`src/rtl/sram_pkg.sv`:
```
// rtl/sram_pkg.sv - shared FSM encodings and requester count for the SRAM arbiter
package sram_pkg;

  typedef enum logic [1:0] {
    IDLE   = 2'd0,
    ACCESS = 2'd1,
    DONE   = 2'd2
  } state_t;

  localparam int NUM_REQ = 2;

endpackage

```
`src/rtl/sram_arb_rr.sv`:
```
// rtl/sram_arb_rr.sv - two-way winner select; round-robin unless SRAM_ARB_FIXED_PRI_EN
// (fixed priority to requester 0 when SRAM_ARB_FIXED_PRI_EN is defined)
module sram_arb_rr
  import sram_pkg::*;
(
  input  logic               clk_i,
  input  logic               rst_ni,
  input  logic [NUM_REQ-1:0] req_i,
  input  logic               grant_en_i,
  output logic               winner_o
);

`ifdef SRAM_ARB_FIXED_PRI_EN
  assign winner_o = ~req_i[0];
`else
  logic last_q, last_d;

  // On a tie the requester that did not win last time goes next.
  always_comb begin
    if (req_i == 2'b11) winner_o = ~last_q;
    else                winner_o = ~req_i[0];
    last_d = grant_en_i ? winner_o : last_q;
  end

  always_ff @(posedge clk_i or negedge rst_ni) begin
    if (!rst_ni) last_q <= 1'b1;
    else         last_q <= last_d;
  end
`endif

endmodule

```
`src/rtl/sram_arbiter.sv`:
```
// rtl/sram_arbiter.sv - two-requester SRAM access arbiter with per-op wait states
// Arbitration mode selected by SRAM_ARB_FIXED_PRI_EN (see sram_arb_rr).
module sram_arbiter
  import sram_pkg::*;
#(
  parameter int addr_width = 4,
  parameter int word_width = 8,
  parameter int write_wait = 1,
  parameter int read_wait  = 2
) (
  input  logic                  hclk,
  input  logic                  hresetn,
  input  logic [1:0]            req,
  input  logic [1:0]            we,
  input  logic [addr_width-1:0] addr0,
  input  logic [addr_width-1:0] addr1,
  input  logic [word_width-1:0] wdata0,
  input  logic [word_width-1:0] wdata1,
  output logic [1:0]            gnt,
  output logic [1:0]            done,
  output logic [word_width-1:0] rdata,
  output logic [addr_width-1:0] sram_addr,
  output logic [word_width-1:0] sram_din,
  output logic                  sram_we,
  input  logic [word_width-1:0] sram_dout
);

  localparam logic [3:0] WR_LOAD = 4'(write_wait - 1);
  localparam logic [3:0] RD_LOAD = 4'(read_wait - 1);

  state_t                state_q, state_d;
  logic [3:0]            cnt_q, cnt_d;
  logic [1:0]            gnt_q, gnt_d;
  logic [addr_width-1:0] addr_q, addr_d;
  logic [word_width-1:0] din_q, din_d;
  logic                  we_q, we_d;
  logic [word_width-1:0] rdata_q, rdata_d;
  logic                  winner;
  logic                  grant_en;
  logic                  sel_we;

  assign grant_en = (state_q == IDLE) && (|req);
  assign sel_we   = winner ? we[1] : we[0];

  sram_arb_rr u_arb (
    .clk_i      (hclk),
    .rst_ni     (hresetn),
    .req_i      (req),
    .grant_en_i (grant_en),
    .winner_o   (winner)
  );

  always_ff @(posedge hclk or negedge hresetn) begin
    if (!hresetn) state_q <= IDLE;
    else          state_q <= state_d;
  end

  always_comb begin
    state_d = state_q;
    case (state_q)
      IDLE:    if (|req) state_d = ACCESS;
      ACCESS:  if (cnt_q == 4'd0) state_d = DONE;
      DONE:    state_d = IDLE;
      default: state_d = IDLE;
    endcase
  end

  always_comb begin
    done = (state_q == DONE) ? gnt_q : 2'b00;
  end

  always_comb begin
    cnt_d   = cnt_q;
    gnt_d   = gnt_q;
    addr_d  = addr_q;
    din_d   = din_q;
    we_d    = we_q;
    rdata_d = rdata_q;
    case (state_q)
      IDLE: if (grant_en) begin
        gnt_d  = winner ? 2'b10 : 2'b01;
        addr_d = winner ? addr1 : addr0;
        din_d  = winner ? wdata1 : wdata0;
        we_d   = sel_we;
        cnt_d  = sel_we ? WR_LOAD : RD_LOAD;
      end
      // we_q still tells read from write on the final ACCESS edge.
      ACCESS: begin
        if (cnt_q == 4'd0) begin
          we_d = 1'b0;
          if (!we_q) rdata_d = sram_dout;
        end else begin
          cnt_d = cnt_q - 4'd1;
        end
      end
      DONE:    gnt_d = 2'b00;
      default: ;
    endcase
  end

  always_ff @(posedge hclk or negedge hresetn) begin
    if (!hresetn) begin
      cnt_q   <= '0;
      gnt_q   <= '0;
      addr_q  <= '0;
      din_q   <= '0;
      we_q    <= 1'b0;
      rdata_q <= '0;
    end else begin
      cnt_q   <= cnt_d;
      gnt_q   <= gnt_d;
      addr_q  <= addr_d;
      din_q   <= din_d;
      we_q    <= we_d;
      rdata_q <= rdata_d;
    end
  end

  assign gnt       = gnt_q;
  assign sram_addr = addr_q;
  assign sram_din  = din_q;
  assign sram_we   = we_q;
  assign rdata     = rdata_q;

endmodule

```
`config.mk`:
```
export PLATFORM = sky130hd
export DESIGN_NAME = sram_arbiter
export DESIGN_NICKNAME = d
export VERILOG_FILES = /design/src/rtl/sram_pkg.sv /design/src/rtl/sram_arb_rr.sv /design/src/rtl/sram_arbiter.sv
export SDC_FILE = /design/constraint.sdc
export NUM_CORES = 1
export LEC_CHECK = 0
export BUFFER_PORTS_ARGS = -buffer_cell sky130_fd_sc_hd__buf_2
export CORE_UTILIZATION = 30
export DETAILED_ROUTE_END_ITERATION = 10
export HOLD_SLACK_MARGIN = 0.03
export SYNTH_ARGS = -nofsm -noshare
export SYNTH_HDL_FRONTEND = slang
export SYNTH_HIERARCHICAL = 1
export SYNTH_SLANG_ARGS = --single-unit
```
`constraint.sdc`:
```
create_clock -name hclk -period 2.15 [get_ports hclk]
set_input_delay 0.215 -clock hclk [delete_from_list [all_inputs] [get_ports hclk]]
set_output_delay 0.215 -clock hclk [all_outputs]
set_load 0.005 [all_outputs]
```
# Word level (Yosys, flattened, before mapping)
# Cells that the tools add are included.
[totals]
register_bits = 30
out_inout_bits = 25
elab_cells = 49
[op_classes]
add_sub_neg = 1
n_eq_ne = 7
mux = 18
bitwise_logic = 3
reduce_logical = 12
[ops]
columns = ["operator", "count"]
rows = [
  ["4-bit 2-to-1 mux", 3],
  ["2-bit 2-to-1 mux", 5],
  ["3-bit AND reduction", 3],
  ["8-bit 2-to-1 mux", 1],
  ["2-bit one-hot mux with 2 select lines", 2],
  ["4-bit one-hot mux with 2 select lines", 1],
  ["2-bit AND reduction", 3],
  ["1-bit 2-to-1 mux", 5],
  ["2-bit == test (second input constant)", 2],
  ["4-bit zero test", 1],
  ["2-bit by 1-bit != test with 1-bit output (second input constant)", 2],
  ["2-bit != test (second input constant)", 2],
  ["2-bit nonzero test", 2],
  ["4-bit by 1-bit subtractor with 4-bit output (second input constant)", 1],
  ["1-bit inverter", 3],
  ["2-bit by 1-bit == test with 1-bit output (second input constant)", 1],
  ["2-bit zero test", 1],
  ["1-bit one-hot mux with 2 select lines", 1],
  ["2-bit OR reduction", 1],
  ["1-bit logical AND", 1],
]

# Longest topological paths before layout
[logic_depth]
depth_word = 6
depth_mapped = 6
ltp_nobuf = 5

# By module
# Netlist, hierarchy kept.
[modules_own_cells]
columns = ["module", "instances", "cells_per_inst", "area_per_inst_um2"]
rows = [
  ["sram_arbiter", 1, 123, 1360.1],
  ["sram_arb_rr", 1, 5, 53.8],
]

# Worst setup path before layout
# No wires, ideal clock.
[synth_path]
kind = "register to register"
start = "register cnt_q[0]"
end = "register rdata_q[0], in the netlist rdata[0]"
setup_time_ns = 0.125
arrival_time_ns = 1.700
slack_ns = 0.325
stages_incl_launch_ff = 7
n_path_buf = 1
cell_sequence = "dfrtp_1 -> inv_1 -> ha_1 -> or3b_1 -> buf_2 -> nor3_4 -> mux2_2"
[synth_between]
elab_chain_cells = 2
[synth_rtl]
columns = ["item", "line", "rtl"]
rows = [
  ["start, declared", "sram_arbiter.sv:32", "logic [3:0] cnt_q, cnt_d;"],
  ["start signal, assigned", "sram_arbiter.sv:110", "cnt_q <= cnt_d;"],
  ["4-bit zero test", "sram_arbiter.sv:89", "if (cnt_q == 4'd0) begin"],
  ["3-bit AND reduction (no source line)", "n/a", ""],
  ["end signal, assigned", "sram_arbiter.sv:115", "rdata_q <= rdata_d;"],
  ["end, declared", "sram_arbiter.sv:37", "logic [word_width-1:0] rdata_q, rdata_d;"],
]
# Every way passes these cells.
# A chain may end at the register's enable or synchronous reset.

# Worst setup path after layout
[layout_path]
start = "register cnt_q[0]"
end = "register rdata_q[5], in the netlist rdata[5]"
# Same word-level chain as after synthesis.

==> results.txt <==
Status: finished, violations left
Violated checks: design-rule violations
Arr. time, crit path: 2130 ps
Die X-Extent: 70.7 um
CTS root buf: clkbuf_8
CP Class: flop to flop
R2R setup slack: 180 ps
Comb pwr share: 42.1%
Worst r2r dst: rdata[5]
Hold path start: req[0]
Skew-Pair Late Insertion Delay: 270 ps
Vias in the first global route: 1165
Dpl hpwl: 2.20 mm
Slowest stage delay, CP: 450 ps
Largest cells by area after synthesis: dfrtp_1 51%, o21ai_0 10%, mux2i_1 9.9%
Routed WL: 3.05 mm
Final-stage net count: 232
Startpoint types: flop
Synth top area share: 51.3%
Max-slew headroom: 55.5%
Seq/Total Area, Yosys: 53.2%
Routed Antenna Nets: 0
Via density: 4.86
Hold Fails Final Rpt: 0
Endpoints failing setup: 0
Synth Cell Area: 1410 um^2
GRT overflow: 0
Final TNS setup: 0 ps
CP Capture Type: flop
All-Layer GR Usage: 13.5%
Cell variety after synth: 29
Routed WL per cell: 12.5 um
# rows: 24
Die Y: 70.7 um
Internal power: 1590 uW
Static leakage: 0.000957 uW
Final Critical Period: 1970 ps
Family with the most delay on the worst path: simple AND/OR/NAND/NOR gates
Pwr Density: 1320 nW/um^2
CTS tree: built
Initial core utilization: 31.8%
R2R depth: 5
Required @ worst endpoint: 2300 ps
Die area: 4990 um^2
Slew Limit Fails: 0
CTS buffer count: 5
First-pass GRT wire length: 5.27 mm
Antenna Cells: 0
Fillers: 440
Critical path buffers and inverters: 1
Hold crit path type: input port to flop
Post-Layout Cell Count: 245
# placed instances: 236
Total Power: 2460 uW
Final worst path period share: 91.8%
Hold Path End: u_arb/last_q
Drt first pass iters: 7
GPL Wtd Cong: 0.715
Dominant cell type by area after synthesis: dfrtp_1
Clk buf depth: 2
Share of power burned in registers: 40.8%
Gate Count Post-Synth: 128
Total of max-cap violations: 0
Worst Hold Margin: 122 ps
Top Ports: 63
Slowest CP cell: or3b_1
Crit path cell chain: inv_1, ha_1, or3b_1, nor3_4, mux2_2
H-tree levels: 2
Final Skew: 5.06 ps
#FFs+latches synth: 30
Syn nets: 168
Vias post-DR: 1190
Yosys warns: 6
Layout area overhead: 31.9%
Initial DRC count: 73
Worst R2R Start: cnt_q[0]
Remaining DRCs: 12
Input/output buffers: 62
RSZ-0062 raised after global routing: false
Avg Inst Size Synth: 11.0 um^2
Peak supply drop: 0.535 mV
Crit path max fanout: 8
Finished Core Util: 42.0%
Largest net degree at the start of global routing: 31
Layout cell share with drive strength beyond 1: 43.5%
Initial antenna violation count: 0
Clk sinks: 30
Worst-path clk slew: 60 ps
Net Sw Frac: 35.4%
Clock Power Share: 17.1%
Hold Path Cell Cnt: 2
Core area: 4440 um^2
P_sw: 870 uW
Peak Freq: 507 MHz
Tightest Pin Transition: 668 ps
==> power by group through the flow <==
stage               clock (uW)  combinational (uW)  sequential [uW]
CTS                        438                1050             1010
global route               463                1170             1040
floorplan                    0                 634             1010
global placement             0                1020             1010
finish                     420                1030             1000
detailed placement           0                1050             1010
==> metal layers <==
metal | global-route usage, % | vias to the layer above | wire (um)
li1 | - | 579 | -
met1 | 16.5 | 548 | 1380
met2 | 22.7 | 58 | 1390
met3 | 4.13 | 5 | 242
met4 | 4.67 | 0 | 34
met5 | 0 | - | 0
==> area by class of cell <==
type | instances | area, um^2 | share of cell area (%)
Multi-Input combinational cell | 83 | 603 | 32.3
Sequential cell | 30 | 752 | 40.3
Clock buffer | 8 | 80.1 | 4.29
Tap cell | 52 | 65.1 | 3.49
Inverter | 6 | 22.5 | 1.21
Timing Repair Buffer | 66 | 343 | 18.4
==> worst max-delay path by stage <==
stage	start	endpoint	slack (ps)	cells after the start
3_3_place_gp	cnt_q[0]	rdata[3]	240	5
2_1_floorplan	cnt_q[0]	rdata[0]	320	6
5_1_grt	cnt_q[0]	rdata[2]	70	5
3_5_place_dp	cnt_q[0]	rdata[7]	180	5
6_report	cnt_q[0]	rdata[5]	180	5
4_1_cts	cnt_q[0]	rdata[5]	170	5
==> state kept, by name, indices dropped and copies added (netlist names) <==
register      count
sram_din          8
sram_we           1
cnt_q             4
rdata             8
u_arb/last_q      1
state_q           2
sram_addr         4
gnt               2
==> metrics by stage <==
stage	cell area, um^2	setup WS (ps)
after floorplan	1410	325
after global placement	1780	236
final	1870	177
after detailed placement	1780	182
after global routing	1870	66.3
after CTS	1870	171
==> kinds of logic (layout without fill, tap and decap cells) <==
family                     after synthesis  after routing  synth area share, %
and+or+nand+nor                         21             21                 9.21
adders and majority gates                2              2                 1.77
buffers and inverters                   15             80                 4.16
muxes                                   23             23                 17.1
DFF                                     30             30                 53.2
AOI/OAI and AO/OA                       37             37                 14.6
==> cells in the final DEF (no fill, tap or decap), types with 2 or more instances in the layout <==
| cell type | n |
|---|---|
| ha_1 | 2 |
| nor2_1 | 5 |
| nor3_1 | 2 |
| clkbuf_1 | 3 |
| buf_4 | 3 |
| nand3_1 | 2 |
| o211ai_1 | 2 |
| o21ai_0 | 29 |
| clkbuf_8 | 5 |
| buf_2 | 62 |
| dfrtp_1 | 29 |
| nand2b_1 | 2 |
| nand2_1 | 2 |
| mux2i_1 | 14 |
| mux2_2 | 9 |
| inv_1 | 6 |
==> synthesized netlist by cell type, drive strengths merged <==
library cell and n:
nor3 3, dfrtp 29, o22ai 1, nor2 5, nand3 2, inv 6
a31oi 1, ha 2, buf 2, nor2b 1, dfstp 1, or2 2
o21ai 29, o21a 1, o2bb2ai 1, a32oi 1, nand2b 3, mux2 9
mux2i 14, or3b 1, nor3b 1, nand2 2, or3 1, o211ai 2
clkbuf 7, a31o 1
==> what timing repair did <==
action                    CTS  global route
hold endpoints to repair   29             0
setup buffers               0             0
hold buffers                1             0
gates resized for setup     0             0
Power figures use the tool's default switching activity.
